<file path="config.mk">
export PLATFORM = sky130hd
export DESIGN_NAME = argmax_datapath_flat
export DESIGN_NICKNAME = d
export VERILOG_FILES = /design/src/rtl/argmax_datapath_if.sv /design/src/rtl/argmax_datapath.sv /design/src/flat_wrapper.sv
export SDC_FILE = /design/constraint.sdc
export NUM_CORES = 1
export LEC_CHECK = 0
export CAP_MARGIN = 10
export CORE_ASPECT_RATIO = 0.9
export CORE_MARGIN = 8
export CORE_UTILIZATION = 47
export DETAILED_ROUTE_END_ITERATION = 7
export PLACE_DENSITY = 0.95
export SLEW_MARGIN = 20
export SYNTH_ARGS = -nofsm -noshare
export SYNTH_HDL_FRONTEND = slang
export SYNTH_SLANG_ARGS = --single-unit
export TNS_END_PERCENT = 1
</file>
<file path="constraint.sdc">
create_clock -name clk -period 10.8 [get_ports clk]
set_input_delay 1.62 -clock clk [delete_from_list [all_inputs] [get_ports clk]]
set_output_delay 1.62 -clock clk [all_outputs]
set_load 0.01 [all_outputs]
</file>
<file path="src/rtl/argmax_datapath_if.sv">
// Read port of the result-matrix memory as seen by the argmax datapath.
// The datapath is the master: it issues the read strobe and row address,
// the memory answers one cycle later with a full row.
interface argmax_datapath_if #(
   parameter int ARGMAX_WIDTH = 3,
   parameter int ROW_WIDTH    = 48
);
   logic                    mem_read_en;
   logic [ARGMAX_WIDTH-1:0] mem_read_addr;
   logic [ROW_WIDTH-1:0]    mem_read_data;

   modport master (
      output mem_read_en,
      output mem_read_addr,
      input  mem_read_data
   );

   modport slave (
      input  mem_read_en,
      input  mem_read_addr,
      output mem_read_data
   );
endinterface

</file>
<file path="src/rtl/argmax_datapath.sv">
// Argmax datapath: walks the rows of a result matrix under control of an
// external controller, records the winning (largest signed) column of each
// row and flags when the full answer vector is available.
module argmax_datapath #(
   parameter int ARGMAX_ROWS  = 6,
   parameter int ARGMAX_COLS  = 3,
   parameter int DATA_WIDTH   = 16,
   parameter int ARGMAX_WIDTH = $clog2(ARGMAX_ROWS),
   parameter int COL_WIDTH    = (ARGMAX_COLS > 1) ? $clog2(ARGMAX_COLS) : 1
) (
   input  logic                             clk,
   input  logic                             reset,
   input  logic                             is_idle,
   input  logic                             is_read_row,
   input  logic                             is_increment_row_addr,
   input  logic                             is_done,
   argmax_datapath_if.master                mem,
   output logic [ARGMAX_WIDTH-1:0]          ADJ_FM_WM_ROW_Counter,
   output logic [ARGMAX_ROWS*COL_WIDTH-1:0] max_addi_answer,
   output logic                             answer_valid
);

   localparam logic [ARGMAX_WIDTH-1:0] LAST_ROW = ARGMAX_WIDTH'(ARGMAX_ROWS - 1);

   logic [ARGMAX_WIDTH-1:0]          counter_q, counter_d;
   logic [ARGMAX_ROWS*COL_WIDTH-1:0] answer_q, answer_d;
   logic                             valid_q, valid_d;

   logic signed [DATA_WIDTH-1:0] col_val [ARGMAX_COLS];
   logic signed [DATA_WIDTH-1:0] best_val;
   logic [COL_WIDTH-1:0]         best_idx;

   // Unpack the row returned by memory into one signed element per column.
   genvar gi;
   generate
      for (gi = 0; gi < ARGMAX_COLS; gi++) begin : g_unpack
         assign col_val[gi] = mem.mem_read_data[gi*DATA_WIDTH +: DATA_WIDTH];
      end
   endgenerate

   // Address and strobe track the controller and row counter directly.
   assign mem.mem_read_addr    = counter_q;
   assign mem.mem_read_en      = is_read_row;
   assign ADJ_FM_WM_ROW_Counter = counter_q;
   assign max_addi_answer       = answer_q;
   assign answer_valid          = valid_q;

   // Signed argmax across columns; strict greater-than keeps the lowest index on ties.
   always_comb begin
      best_val = col_val[0];
      best_idx = '0;
      for (int c = 1; c < ARGMAX_COLS; c++) begin
         if (col_val[c] > best_val) begin
            best_val = col_val[c];
            best_idx = COL_WIDTH'(c);
         end
      end
   end

   // Next-state selection with priority idle > increment > done; read/no-flag cycles hold.
   always_comb begin
      counter_d = counter_q;
      answer_d  = answer_q;
      valid_d   = valid_q;
      if (is_idle) begin
         counter_d = '0;
         valid_d   = 1'b0;
      end else if (is_increment_row_addr) begin
         for (int r = 0; r < ARGMAX_ROWS; r++) begin
            if (counter_q == ARGMAX_WIDTH'(r)) begin
               answer_d[r*COL_WIDTH +: COL_WIDTH] = best_idx;
            end
         end
         if (counter_q < LAST_ROW) begin
            counter_d = counter_q + 1'b1;
         end
      end else if (is_done) begin
         valid_d = 1'b1;
      end
   end

   // State registers; reset clears everything so a restarted run carries nothing over.
   always_ff @(posedge clk) begin
      if (reset) begin
         counter_q <= '0;
         answer_q  <= '0;
         valid_q   <= 1'b0;
      end else begin
         counter_q <= counter_d;
         answer_q  <= answer_d;
         valid_q   <= valid_d;
      end
   end

endmodule

</file>
<file path="src/flat_wrapper.sv">
// flat-port wrapper written by rule: the top's interface ports become plain ports
module argmax_datapath_flat 
#(
   parameter int ARGMAX_ROWS  = 6,
   parameter int ARGMAX_COLS  = 3,
   parameter int DATA_WIDTH   = 16,
   parameter int ARGMAX_WIDTH = $clog2(ARGMAX_ROWS),
   parameter int COL_WIDTH    = (ARGMAX_COLS > 1) ? $clog2(ARGMAX_COLS) : 1
)
  (clk, reset, is_idle, is_read_row, is_increment_row_addr, is_done, ADJ_FM_WM_ROW_Counter, max_addi_answer, answer_valid, mem_mem_read_en, mem_mem_read_addr, mem_mem_read_data);
  argmax_datapath_if #(.ARGMAX_WIDTH(ARGMAX_WIDTH), .ROW_WIDTH((3)*(16))) mem_i ();
  input  logic clk;
  input  logic reset;
  input  logic is_idle;
  input  logic is_read_row;
  input  logic is_increment_row_addr;
  input  logic is_done;
  output logic [ARGMAX_WIDTH-1:0] ADJ_FM_WM_ROW_Counter;
  output logic [ARGMAX_ROWS*COL_WIDTH-1:0] max_addi_answer;
  output logic answer_valid;
  output wire logic [$bits(mem_i.mem_read_en)-1:0] mem_mem_read_en;
  output wire logic [$bits(mem_i.mem_read_addr)-1:0] mem_mem_read_addr;
  input wire logic [$bits(mem_i.mem_read_data)-1:0] mem_mem_read_data;
  assign mem_mem_read_en = mem_i.mem_read_en;
  assign mem_mem_read_addr = mem_i.mem_read_addr;
  assign mem_i.mem_read_data = mem_mem_read_data;
  argmax_datapath #(.ARGMAX_ROWS(ARGMAX_ROWS), .ARGMAX_COLS(ARGMAX_COLS), .DATA_WIDTH(DATA_WIDTH), .ARGMAX_WIDTH(ARGMAX_WIDTH), .COL_WIDTH(COL_WIDTH)) u_core (.clk(clk), .reset(reset), .is_idle(is_idle), .is_read_row(is_read_row), .is_increment_row_addr(is_increment_row_addr), .is_done(is_done), .mem(mem_i), .ADJ_FM_WM_ROW_Counter(ADJ_FM_WM_ROW_Counter), .max_addi_answer(max_addi_answer), .answer_valid(answer_valid));
endmodule
</file>
# Yosys cells after proc, flatten, opt, wreduce, memory -nomap -nowiden
# Index checks and enable logic that the tools add are counted.
[totals]
register_bits = 16
inputBits = 54
output_inout_bits = 20
wordCells = 32
[op_classes]
addsub = 1
magnitude_cmp = 3
eq_ne = 5
n_mux = 3
bitwise_logic = 2
reduce_logical = 10
[op_table]
columns = ["operator", "n"]
rows = [
  ["16-bit greater-than comparator", 2],
  ["3-bit AND reduction", 6],
  ["16-bit 2-to-1 mux", 1],
  ["3-bit by 2-bit == test with 1-bit output (second input constant)", 2],
  ["3-bit == test (second input constant)", 2],
  ["2-bit AND reduction", 2],
  ["3-bit by 1-bit adder with 3-bit output (second input constant)", 1],
  ["3-bit by 1-bit == test with 1-bit output (second input constant)", 1],
  ["3-bit logical NOT", 1],
  ["3-bit < comparator (second input constant)", 1],
  ["2-bit 2-to-1 mux", 1],
  ["1-bit inverter", 2],
  ["2-bit OR reduction", 1],
  ["1-bit 2-to-1 mux", 1],
]

# Logic depth before layout (Yosys ltp)
[depth]
ltp_word = 4
depth_mapped = 18
ltp_nobuf = 15

# Worst setup path after synthesis
# No wires, ideal clock.
[synth_timing]
path_type = "in2reg"
startpoint = "in mem_mem_read_data[15]"
endpoint = "reg u_core.answer_q[6], in the netlist u_core.max_addi_answer[6]"
setup_time_ps = 96
arrival_ps = 5314
required_ps = 10704
path_slack_ps = 5391
cell_stages = 18
path_buffers = 3
path_cell_list = "inv_1 ha_1 nand4_2 o22ai_1 a211o_1 nor3_1 mux2i_1 buf_2 mux2i_1 ha_1 a21o_1 a2111oi_2 o31ai_1 or4_1 buf_2 and3_4 buf_6 o41ai_2"
[synth_via]
elab_chain_len = 4
[synth_lines]
columns = ["item", "line", "rtl"]
rows = [
  ["start, declared", "flat_wrapper.sv:23", "input wire logic [$bits(mem_i.mem_read_data)-1:0] mem_mem_read_data;"],
  ["16-bit greater-than comparator", "argmax_datapath.sv:53", "if (col_val[c] > best_val) begin"],
  ["16-bit 2-to-1 mux", "argmax_datapath.sv:53", ""],
  ["16-bit greater-than comparator", "argmax_datapath.sv:53", ""],
  ["2-bit 2-to-1 mux (*)", "argmax_datapath.sv:53", ""],
  ["end signal, assigned", "argmax_datapath.sv:90", "answer_q <= answer_d;"],
  ["end, declared", "argmax_datapath.sv:26", "logic [ARGMAX_ROWS*COL_WIDTH-1:0] answer_q, answer_d;"],
]
# Every way passes the cells marked *; elsewhere a longest branch is shown, timed or not.
# A chain may end at the register's enable or synchronous reset.

# Worst setup path after layout
[layout_timing]
startpoint = "in mem_mem_read_data[15]"
endpoint = "reg u_core.answer_q[4], in the netlist u_core.max_addi_answer[4]"
# Same word-level chain as after synthesis.

==> results by group <==
Final layout
  – Fillcell total: 292
  – # diodes: 0
  – Fin area: 2550 um2
  – NumNets Final: around 360
  – Register area: 320 um2
  – Area growth, synth to finish: 42.9%
  – Share of layout cells above drive strength 1: 0.0593
  – Area taken by multi-input logic gates: 1320 um2

Critical path
  – Flop2flop setup slack: between 9 and 10 ns
  – Req. time, crit path: 10.96 ns
  – Reg2reg end: u_core.max_addi_answer[3]
  – Worst Path Buf+Inv: 3
  – Worst Path Class, Setup: in -> reg
  – Crit Path Max Fanout: 8
  – CP Launch Type: primary input
  – Reg-to-Reg Start: u_core.ADJ_FM_WM_ROW_Counter[2]
  – Worst path slowest cell: or4_1
  – Crit-path cells: clkdlybuf4s50_1 > inv_1 > ha_1 > nand4_2 > o22ai_1 > a211o_1 > nor3_1 > mux2i_1 > buf_4 > mux2i_1 > ha_1 > a21o_1 > nand3_1 > a2111oi_0 > or4_1 > and3_4 > o41ai_2
  – Crit path capture type: flop
  – CP delay by family, top: simple AND/OR/NAND/NOR gates
  – Slowest stage delay, CP: between 0.6 and 0.7 ns
  – Cells on worst reg2reg path: 6
  – Critical Path AT: 6.09 ns

Clocking
  – Clock latency on the worst-skew pair: 0.25 ns
  – Setup bufs post-CTS: 0
  – Clk root buf: clkbuf_8
  – CTS clk-pin slew, worst paths: 0.06 ns
  – CTS Buffer Depth: 2
  – Sink Count: 16
  – Post-CTS resize count: 0
  – Htree depth: 1
  – Num CTS Buffers: 3
  – CTS tree: done
  – Hold-fix buffers, CTS: 0

Power and ir drop
  – VDD IR max: ~0.10 mV
  – Final Power: 204 uW
  – Leakage: 1.14 nW
  – Cell Pwr Density: 79.7 nW/um2

Min path
  – Hold endpoint: u_core.max_addi_answer[1]
  – HP Class: reg -> reg
  – Hold depth: 2
  – Worst hold start: u_core.max_addi_answer[1]

Route
  – M1 WL: ~2.2 mm
  – Max layer used: met4
  – Post-route ant nets: 0
  – DR WL/cell: 16.2 um
  – Routed WL: 5.11 mm
  – Initial DRC Count: between 70 and 80
  – Metal2 WL: 2.59 mm
  – Drt pass-1 iters: 4
  – Total number of vias: 1769
  – Vias per cell: 5.60
  – # DRC: 0
  – WL met3: 325 um

Synth
  – Post-Syn Area: about 1800 um2
  – Seq/Total Area, Yosys: 0.179
  – Post-synth EDFFs: 0
  – Top post-synthesis cells by area: ha_1 (26%), dfxtp_1 (18%), mux2i_1 (9.0%)
  – Yosys warns: 0
  – Top-count cell post-synth: ha_1
  – Ys flop type: dfxtp_1
  – Syn Area/Cell: 8.76 um2
  – Synth Net Count: 295
  – Syn Inst Count: 204
  – Yosys reg bits: 16
  – Asr flop ratio synth: 0
  – Area leader, netlist: ha_1
  – Post-synth cell types: 38
  – Top cells by count, synth: ha_1 (37), inv_1 (23), nand2_1 (20)
  – Yosys top cell area share: 0.259

Timing
  – Worst Max-Slew Pin Slew: 0.805 ns
  – Fmax: 0.169 GHz
  – Worst Skew: 0.00811 ns
  – Period minus WS final: 5.93 ns
  – Setup-failing EPs final: 0
  – RSZ-0062 raised after global routing: no
  – TNS Setup: 0 ns
  – Max-slew headroom: 0.462
  – Tcrit/Tclk final: 0.549
  – WHS: 0.461 ns
  – Final Hold Fails: 0
  – Final Max Slew Viols: 0

Floorplanning
  – Die Footprint: 6030 um2
  – Core ar.: ~3700 um2
  – Die Width: slightly above 80 um
  – Initial core utilization: 0.486
  – Chip height: 74.5 um
  – Row cnt: 21
  – I/O pins: 74

Place
  – Post-DP HPWL: between 4 and 5 mm
  – Dpl cell area: 2500 um2
  – I/O Buffers: 71
  – Placer congestion estimate: 0.806

Global route
  – Antenna violations before repair: 0
  – Pin count of the biggest net entering global routing: 23
  – Gr usage total: 0.174
  – First-pass GRT wire length: 8.56 mm
  – Vias in the first global route: 1901
  – Overflow after GRT: 0

Outcome
  – Status: finished, final reports clean

Job
  – MaxCap Viol Count: 0
[cell type report]
| class | count | area share |
|---|---|---|
| multi-input cells | 155 | 0.515 |
| inverters | 23 | 0.0338 |
| clock buffers | 4 | 0.0216 |
| repair buffers | 72 | 0.281 |
| well taps | 46 | 0.0225 |
| flip-flops and latches | 16 | 0.125 |
[stage by stage]
stage                util  cells  setup WS (ns)
global route        0.694    316           4.52
floorplan               -    204           5.39
detailed placement  0.679    312           4.66
CTS                 0.694    316           4.91
global placement    0.679    312           4.84
finish              0.694    316           4.87
[state kept, by name (all words and copies together), names as in the netlist]
signal                        flops
u_core.max_addi_answer           12
u_core.ADJ_FM_WM_ROW_Counter      3
u_core.answer_valid               1
[worst max path at each step]
stage	startpoint	to	slack (ns)	depth (start not counted)
finish	mem_mem_read_data[15]	u_core.max_addi_answer[4]	4.87	17
global route	mem_mem_read_data[14]	u_core.max_addi_answer[0]	4.52	17
CTS	mem_mem_read_data[14]	u_core.max_addi_answer[4]	4.91	17
detailed placement	mem_mem_read_data[14]	u_core.max_addi_answer[4]	4.66	17
global placement	mem_mem_read_data[13]	u_core.max_addi_answer[0]	4.84	16
floorplan	mem_mem_read_data[15]	u_core.max_addi_answer[6]	5.39	18
[tightest hold or removal path: stages (launching register included)]
cell	delay, ns
dfxtp_1	0.31
nand2_1	0.05
a21oi_1	0.05
[per-layer routing]
layer  vias up  global-route usage
met5         -                   0
met4         0              0.0257
met3         6              0.0386
met2        48               0.324
met1       825               0.201
li1        890                   -
[power breakdown]
part           leakage [nW]  switching (mW)  internal (mW)
registers             0.129        0.000867         0.0601
logic                 0.983          0.0438         0.0465
clock network        0.0288          0.0200         0.0324
total                  1.14          0.0647          0.139
[placed cells by master (no fill, tap or decap), types with 2 or more instances in the layout]
master / count
a21oi_1: 17
dfxtp_1: 16
nand2_1: 20
nor2_1: 2
ha_1: 37
nand3_1: 6
clkdlybuf4s50_1: 71
mux2i_1: 16
and4_1: 3
o31ai_1: 2
clkbuf_8: 4
o211ai_1: 2
a21o_1: 3
o41ai_2: 6
nand4_1: 2
a21boi_1: 2
nor2b_1: 2
nand4b_1: 6
nand3b_1: 6
o21ai_0: 2
inv_1: 23
nor3_1: 7
[kinds of logic after synthesis]
group,Yosys count,share of synthesized area
AOI/OAI and AO/OA,41,0.181
adders and majority gates,37,0.259
buffers and inverters,33,0.0840
DFF,16,0.179
muxes,18,0.102
and+or+nand+nor,59,0.194
Note: power is estimated with default switching activity, not from simulation.
